===== config.mk =====
export PLATFORM = sky130hd
export DESIGN_NAME = carry8_pipe_adder
export DESIGN_NICKNAME = d
export VERILOG_FILES = /design/src/rtl/carry8_pipe_adder.sv
export SDC_FILE = /design/constraint.sdc
export NUM_CORES = 1
export LEC_CHECK = 0
export BUFFER_PORTS_ARGS = -buffer_cell sky130_fd_sc_hd__buf_2
export CORE_MARGIN = 1.5
export CORE_UTILIZATION = 30
export CTS_CLUSTER_SIZE = 14
export DETAILED_ROUTE_END_ITERATION = 12
export PLACE_DENSITY_LB_ADDON = 0.2
export SETUP_SLACK_MARGIN = 0.4
export SYNTH_ARGS = -nofsm -noshare
export SYNTH_HDL_FRONTEND = slang
export SYNTH_SLANG_ARGS = --single-unit
export TNS_END_PERCENT = 50

===== constraint.sdc =====
create_clock -name CLK -period 5.13 [get_ports CLK]
set_clock_uncertainty 0.1 [all_clocks]
set_input_delay 0.2565 -clock CLK [delete_from_list [all_inputs] [get_ports CLK]]
set_output_delay 0.2565 -clock CLK [all_outputs]
set_load 0.02 [all_outputs]

===== src/rtl/carry8_pipe_adder.sv =====
// Pipelined W-bit adder/subtractor built from a chain of CARRY8 slices, one slice per
// stage, with the inter-slice carry registered and operands/results skewed to match.

module carry8_pipe_adder #(
    parameter int N_SLICES = 4
) (
    input  logic                  CLK,
    input  logic                  RSTN,
    input  logic                  CE,
    input  logic                  IN_VLD,
    input  logic [8*N_SLICES-1:0] A,
    input  logic [8*N_SLICES-1:0] B,
    input  logic                  CI,
    input  logic                  SUB,
    output logic                  OUT_VLD,
    output logic [8*N_SLICES-1:0] SUM,
    output logic                  CO,
    output logic                  OV
);
    localparam int W = 8 * N_SLICES;

    logic [W-1:0]        a_op;
    logic [W-1:0]        b_op;
    logic                cie_op;
    logic [N_SLICES:0]   vld;
    logic [N_SLICES-1:0] c_q;
    logic                ov_q;

    // B is inverted here so every stage below is a plain adder.
    always_ff @(posedge CLK or negedge RSTN) begin
        if (!RSTN) begin
            a_op   <= '0;
            b_op   <= '0;
            cie_op <= 1'b0;
        end else if (CE && IN_VLD) begin
            a_op   <= A;
            b_op   <= B ^ {W{SUB}};
            cie_op <= SUB | CI;
        end
    end

    always_ff @(posedge CLK or negedge RSTN) begin
        if (!RSTN) begin
            vld <= '0;
        end else if (CE) begin
            vld <= {vld[N_SLICES-1:0], IN_VLD};
        end
    end

    for (genvar k = 0; k < N_SLICES; k++) begin : g_slice
        logic [7:0] a_s;
        logic [7:0] b_s;
        logic [7:0] o_w;
        logic [7:0] co_w;
        logic [7:0] r_q;
        logic [7:0] res;
        logic       c_in;
        logic       c_r;
        logic       unused_co;

        if (k == 0) begin : g_noskew
            assign a_s  = a_op[7:0];
            assign b_s  = b_op[7:0];
            assign c_in = cie_op;
        end else begin : g_skew
            logic [7:0] a_sr [k];
            logic [7:0] b_sr [k];

            always_ff @(posedge CLK or negedge RSTN) begin
                if (!RSTN) begin
                    for (int i = 0; i < k; i++) begin
                        a_sr[i] <= '0;
                        b_sr[i] <= '0;
                    end
                end else if (CE) begin
                    a_sr[0] <= a_op[8*k +: 8];
                    b_sr[0] <= b_op[8*k +: 8];
                    for (int i = 1; i < k; i++) begin
                        a_sr[i] <= a_sr[i-1];
                        b_sr[i] <= b_sr[i-1];
                    end
                end
            end

            assign a_s  = a_sr[k-1];
            assign b_s  = b_sr[k-1];
            assign c_in = c_q[k-1];
        end

        CARRY8 #(
            .CARRY_TYPE ("SINGLE_CY8")
        ) u_carry8 (
            .CI     (c_in),
            .CI_TOP (1'b0),
            .DI     (a_s),
            .S      (a_s ^ b_s),
            .O      (o_w),
            .CO     (co_w)
        );

        always_ff @(posedge CLK or negedge RSTN) begin
            if (!RSTN) begin
                r_q <= '0;
                c_r <= 1'b0;
            end else if (CE) begin
                r_q <= o_w;
                c_r <= co_w[7];
            end
        end

        assign c_q[k]    = c_r;
        assign unused_co = ^co_w[6:0];

        if (k == N_SLICES - 1) begin : g_nodeskew
            assign res = r_q;

            // Carry into the MSB XOR carry out of the MSB, captured with the last carry.
            always_ff @(posedge CLK or negedge RSTN) begin
                if (!RSTN) begin
                    ov_q <= 1'b0;
                end else if (CE) begin
                    ov_q <= co_w[6] ^ co_w[7];
                end
            end
        end else begin : g_deskew
            logic [7:0] d_sr [N_SLICES-1-k];

            always_ff @(posedge CLK or negedge RSTN) begin
                if (!RSTN) begin
                    for (int i = 0; i < N_SLICES - 1 - k; i++) begin
                        d_sr[i] <= '0;
                    end
                end else if (CE) begin
                    d_sr[0] <= r_q;
                    for (int i = 1; i < N_SLICES - 1 - k; i++) begin
                        d_sr[i] <= d_sr[i-1];
                    end
                end
            end

            assign res = d_sr[N_SLICES-2-k];
        end

        assign SUM[8*k +: 8] = res;
    end

    assign OUT_VLD = vld[N_SLICES];
    assign CO      = c_q[N_SLICES-1];
    assign OV      = ov_q;

endmodule

// Behavioural CARRY8: 8-bit carry chain with per-bit propagate S and generate DI.
// DUAL_CY8 splits the chain into two 4-bit halves, the upper one fed from CI_TOP.
module CARRY8 #(
    parameter string CARRY_TYPE = "SINGLE_CY8"
) (
    input  logic       CI,
    input  logic       CI_TOP,
    input  logic [7:0] DI,
    input  logic [7:0] S,
    output logic [7:0] O,
    output logic [7:0] CO
);
    localparam bit DUAL = (CARRY_TYPE == "DUAL_CY8");

    logic unused_top;

    always_comb begin
        logic c;
        c  = CI;
        O  = '0;
        CO = '0;
        for (int i = 0; i < 8; i++) begin
            if (i == 4 && DUAL) begin
                c = CI_TOP;
            end
            O[i]  = S[i] ^ c;
            c     = S[i] ? c : DI[i];
            CO[i] = c;
        end
    end

    assign unused_top = CI_TOP;

endmodule


==> run summary, run 1 <==
status: finished, final reports clean
Mean Syn Cell Area: 13.7 sq um
final net count: 1007
hold_ws: 0.223 ns
CTS Buf Count: 29
r2r endpoint: g_slice[0].c_r$_DFFE_PN0P_
vias in the first global route: 6383
Sw Share: 29.1%
power share of the combinational group: 24.3%
post-synthesis compound-gate area fraction: 4.08%
Syn-to-layout area delta: 23.5%
PwrDens: 493 nW/um^2
Switching Power: 1.89 mW
required time worst endpoint: 5.44 ns
post-synthesis simple-gate area fraction: 3.48%
share of cells above drive strength 1: 38.6%
drt via density: 4.42
Synth Instances: 778
total track usage: 11.4%
worst-skew pair later-pin latency: 0.54 ns
die area: 36600 sq um
CTS tree: yes
count leader, synth: dfrtp_1
cts hold-fix bufs: 66
Clock Tree Root: clkbuf_16
drt first pass iters: 4
Reg clk slew, reported paths: 0.06 ns
clock group share of total power: 30.4%
WL final: 20.1 mm
Synth Cell Area: 10600 sq um
core area: 34700 sq um
XOR/XNOR Fraction of Synth Area: 6.91%
worst slew pin tran: 0.778 ns
first-pass GRT wire length: 33.9 mm
Reg2Reg Depth: 9
largest area contributor in the netlist: dfrtp_1
Synth top cells by count: dfrtp_1 (251), mux2_2 (198), xnor2_1 (77)
# clock sinks: 251
Pins Over Slew Limit: 0
Post-Synth Adder-Cell Area: 2.61%
Slew HR: 48.1%
clock tree buffer depth: 3
Fillers: 3376
synthesized net count: 853
H-tree levels: 1
RSZ-0062 raised after global routing: false
gr ovfl total: 0
Initial DRC Count: 208
DRC: 0
Ant. Diodes: 0
register share of total power: 45.2%
EDFF count, synth: 0
Startpoint Class: flop
Ports: 105
Critical Path Start: a_op[0]$_DFFE_PN0P_
final setup fails: 0
post-synthesis async set-or-reset flop share: 100%
Synth Warn #: 0
FP Rows: 68
Peak Freq: 0.260 GHz
VDD IR-drop max: 257 uV
Chip Width: 191 um
Pint: 4.60 mW
Post-synth top flop: dfrtp_1
Synth cell types: 40
Setup CP Type: reg2reg
Hold WC Path Type: in2async
Initial Utilization: 30.7%
Worst Setup End Kind: flop
setup repair bufs after CTS: 0
Die Ht: 191 um
# port buffers: 104
maxcap violations: 0
Reg-to-Reg Start: a_op[0]$_DFFE_PN0P_
PostCTS Resize Cnt: 0
share of the synthesized area in the top cell type: 59.0%
routability cong.: 0.685
fin crit period: 3.85 ns
Leakage: 5.68 nW
largest net degree at the start of global routing: 113
post-route ant nets: 0
Period Utilization, post-route: 75.1%
sequential-to-total area share from yosys stat: 59.0%
setup TNS: 0 ns
multiplexer share of the synthesized area: 21.1%
largest family of logic cells by synthesized area: multiplexers
final core occ: 37.9%
Seq cells post-synth: 251
Avg WL per Cell: 14.2 um
initial antenna violation count: 0
Setup crit end: g_slice[0].c_r$_DFFE_PN0P_
CP Max Fanout: 3
final hold violations: 0
top post-synthesis cells by area: dfrtp_1 (59%), mux2_2 (21%), xnor2_1 (6.3%)
DR vias: 6229
arrival time worst endpoint: 4.16 ns
Detail Placement HPWL: 12.4 mm
Register-to-Register Setup Slack: 1.28 ns
## power by group through the flow
| stage | sequential, mW | clock, mW | combinational, mW |
|---|---|---|---|
| final | 2.93 | 1.97 | 1.58 |
| after global routing | 3.03 | 2.13 | 1.75 |
| after CTS | 2.95 | 2.06 | 1.61 |
| after detailed placement | 2.99 | 0 | 1.57 |
| after global placement | 2.97 | 0 | 1.54 |
| after floorplan | 2.94 | 0 | 1.20 |
## cell usage in the layout, fill, tap and decap left out, drive strengths merged, types with 9 or more instances in the layout
cell	Yosys	layout
dfrtp	251	251
mux2	199	199
buf	22	109
xnor2	77	77
dlygate4sd3	0	66
nand2	49	49
o21ai	46	46
clkbuf	31	43
maj3	18	18
nor2	12	12
inv	9	9
a21oi	9	9
clkinv	1	9
## critical path, stage by stage (launching register included)
cell and delay [ns]:
dfrtp_1 0.41, maj3_1 0.40, maj3_1 0.41, maj3_1 0.40
fa_1 0.42, maj3_2 0.35, maj3_2 0.34, maj3_2 0.34
maj3_2 0.31, mux2_4 0.25
## layer usage
layer  vias to the layer above  part of all wire, %  track usage, %
met5                         -                    0               0
met4                         0                  2.7            3.46
met3                        34                  3.6            2.00
met2                        89                   47            18.4
met1                      3107                   47            15.6
li1                       2999                    -               -
## sequential cells by signal (all words and copies together), names as in the netlist
signal / cells
g_slice.g_skew.b_sr: 24
g_slice.a_s: 24
g_slice.b_s: 24
vld: 5
CO: 1
b_op: 32
g_slice.res: 16
OV: 1
g_slice.g_skew.a_sr: 24
g_slice.r_q: 32
g_slice.c_r: 3
cie_op: 1
g_slice.g_deskew.d_sr: 32
a_op: 32
## cells by family (layout without fill, tap and decap cells)
family / Yosys count / after routing
AO/OA/AOI/OAI: 73 / 73
AND/OR/NAND/NOR: 85 / 85
adder cells (fa/ha/maj): 23 / 23
multiplexers: 199 / 199
flip-flops: 251 / 251
buffers and inverters: 63 / 239
XOR/XNOR: 84 / 84
## how the worst min path moves through the flow
| stage | slack [ns] | endpoint | from | depth (start not counted) |
|---|---|---|---|---|
| final | 0.22 | g_slice[1].res[2]$_DFFE_PN0P_ | RSTN | 2 |
| after global routing | 0.27 | g_slice[1].res[2]$_DFFE_PN0P_ | RSTN | 2 |
| after CTS | 0.24 | g_slice[1].res[2]$_DFFE_PN0P_ | RSTN | 2 |
| after detailed placement | 0.23 | g_slice[1].res[2]$_DFFE_PN0P_ | RSTN | 1 |
| after global placement | 0.24 | g_slice[1].res[2]$_DFFE_PN0P_ | RSTN | 1 |
| after floorplan | -0.14 | CO$_DFFE_PN0P_ | RSTN | 0 |
## per-stage QoR
| stage | std cells | power, mW | area (sq um) | setup slack, ns |
|---|---|---|---|---|
| floorplan | 778 | 4.14 | 10600 | 1.43 |
| global placement | 1290 | 4.52 | 11600 | 1.32 |
| detailed placement | 1290 | 4.55 | 11600 | 1.27 |
| CTS | 1409 | 6.63 | 13100 | 1.25 |
| global route | 1409 | 6.92 | 13100 | 1.17 |
| finish | 1409 | 6.48 | 13100 | 1.28 |
## area by class of cell
class | instances | area, sq um | area share (%)
clock buffers | 42 | 865 | 6.58
flip-flops and latches | 251 | 6280 | 47.8
multi-input cells | 464 | 4070 | 31.0
well taps | 455 | 569 | 4.33
inverters | 10 | 37.5 | 0.286
clock inverters | 11 | 62.6 | 0.476
repair buffers | 176 | 1260 | 9.57
Note: power is estimated with default switching activity, not from simulation.
==> run 2: changes to the inputs <==
Clock period 5.13 ns to 3.12 ns, I/O delays scaled along.
==> run summary, run 2 (synthesis results as in run 1) <==
DR vias: 6255 (+0.42%)
CP Max Fanout: 2 (-1)
fin crit period: 3.43 ns (-0.424 ns)
Finished Layout Cells: 1446 (+2.6%)
Pins Over Slew Limit: 0 (unchanged)
area of the multi-input gates: 4170 sq um (+2.4%)
largest net degree at the start of global routing: 105 (-7.1%)
Inst Count DP: 1311 (+1.6%)
Worst Setup End Kind: flop
DRC: 0 (unchanged)
Reg clk slew, reported paths: 0.06 ns (about the same)
core area: 34700 sq um (unchanged)
pre-CTS setup slack: -0.329 ns (-1.60 ns)
# port buffers: 104 (unchanged)
CTS tree: yes
routability cong.: 0.688 (+0.47%)
gr ovfl total: 0 (unchanged)
Leakage: 5.97 nW (+4.9%)
Ports: 105 (unchanged)
Peak Freq: 0.292 GHz (+12%)
Avg WL per Cell: 14.1 um (-1.3%)
Chip Width: 191 um (unchanged)
CTS Buf Count: 30 (+3.4%)
Clock Tree Root: clkbuf_16
first-pass GRT wire length: 34.4 mm (+1.5%)
worst-skew pair later-pin latency: 0.55 ns (about the same)
Period Utilization, post-route: 110% (+35 points)
Detail Placement HPWL: 12.6 mm (+2.2%)
final setup fails: 3 (+3)
post-route ant nets: 0 (unchanged)
Slew HR: 42.4% (-5.7 points)
Final Power: 11.3 mW (+75%)
Startpoint Class: flop
most common cell after layout, fill and taps aside: dfrtp_1
FP Rows: 68 (unchanged)
Setup CP Type: reg2reg
Finished Cell Area: 13700 sq um (+4.0%)
total track usage: 11.6% (+0.25 points)
Fillers: 3338 (-1.1%)
Hold WC Path Type: in2reg
final hold violations: 0 (unchanged)
initial antenna violation count: 0 (unchanged)
final net count: 1042 (+3.5%)
Ant. Diodes: 0 (unchanged)
Die Ht: 191 um (unchanged)
Hold Path Origin: SUB
H-tree levels: 1 (unchanged)
VDD IR-drop max: 583 uV (+130%)
# clock sinks: 251 (unchanged)
failing checks: negative setup slack
die area: 36600 sq um (unchanged)
required time worst endpoint: 3.45 ns (-1.99 ns)
status: finished with violations
Syn-to-layout area delta: 28.4%
most frequent cells in the layout: dfrtp_1 (251), mux2_2 (195), buf_2 (102)
worst slew pin tran: 0.864 ns (+0.0858 ns)
setup ws final: -0.306 ns (-1.59 ns)
drt first pass iters: 4 (unchanged)
Critical Path Start: a_op[0]$_DFFE_PN0P_
RSZ-0062 raised after global routing: true
Initial DRC Count: 150 (-28%)
vias in the first global route: 6524 (+2.2%)
arrival time worst endpoint: 3.76 ns (-0.40 ns)
Reg-to-Reg Start: a_op[0]$_DFFE_PN0P_
PwrDens: 829 nW/um^2 (+68%)
share of cells above drive strength 1: 43.7% (+5.1 points)
DP Area: 11800 sq um (+1.8%)
maxcap violations: 0 (unchanged)
Initial Utilization: 30.7% (unchanged)
WL final: 20.3 mm (+1.3%)
drt via density: 4.33 (-2.2%)
clock tree buffer depth: 3 (unchanged)
Register Area: 6280 sq um (unchanged)
run 2: layout make-up:
cell class / count / area share [%]
repair buffers: 210 / 11.3
clock inverters: 13 / 1.21
inverters: 10 / 0.275
multi-input cells: 464 / 30.5
clock buffers: 43 / 6.58
well taps: 455 / 4.17
flip-flops and latches: 251 / 46.0
run 2: final timing paths:
path	slack, ns	end	cells after the start
max	-0.31	g_slice[0].c_r$_DFFE_PN0P_	9
min	0.06	b_op[2]$_DFFE_PN0P_	3
max reg2reg	-0.31	g_slice[0].c_r$_DFFE_PN0P_	9
min reg2reg	0.37	b_op[15]$_DFFE_PN0P_	2
max in group asynchronous	1.96	a_op[3]$_DFFE_PN0P_	3
min in group asynchronous	0.14	g_slice[1].res[1]$_DFFE_PN0P_	2
run 2: layer usage:
| layer | up-vias | global-route usage [%] | wire (um) |
|---|---|---|---|
| met5 | - | 0 | 0 |
| met4 | 0 | 3.76 | 475 |
| met3 | 35 | 2.02 | 773 |
| met2 | 82 | 18.7 | 9520 |
| met1 | 3080 | 15.9 | 9560 |
| li1 | 3058 | - | - |
run 2: report_power, final:
| group | internal (mW) | total (mW) | switching [mW] |
|---|---|---|---|
| Combinational | 1.62 | 2.88 | 1.26 |
| Clock | 2.25 | 3.62 | 1.37 |
| Sequential | 4.23 | 4.82 | 0.595 |
run 2: stage by stage:
stage	util [%]	hold WS [ns]	TNS, ns
final	39.4	0.0650	-0.502
after global placement	33.9	0.185	-0.685
after detailed placement	33.9	0.173	-0.826
after floorplan	-	-0.240	-0.328
after CTS	39.1	0.0407	-0.469
after global routing	39.4	0.0825	-0.850
run 2: critical path, stage by stage, from the launching register on:
cell	delay [ns]
dfrtp_1	0.38
maj3_2	0.32
maj3_2	0.32
maj3_2	0.31
fa_2	0.37
maj3_2	0.32
maj3_2	0.32
maj3_2	0.31
maj3_2	0.29
mux2_4	0.25
run 2: repair_timing:
item | 4_1_cts | 5_1_grt
buffers inserted | 4 | 9
pin swaps | 24 | 23
setup endpoints to repair | 11 | 13
hold buffers | 66 | 0
gates resized for setup | 19 | 5
endpoints found under the hold margin | 164 | 0
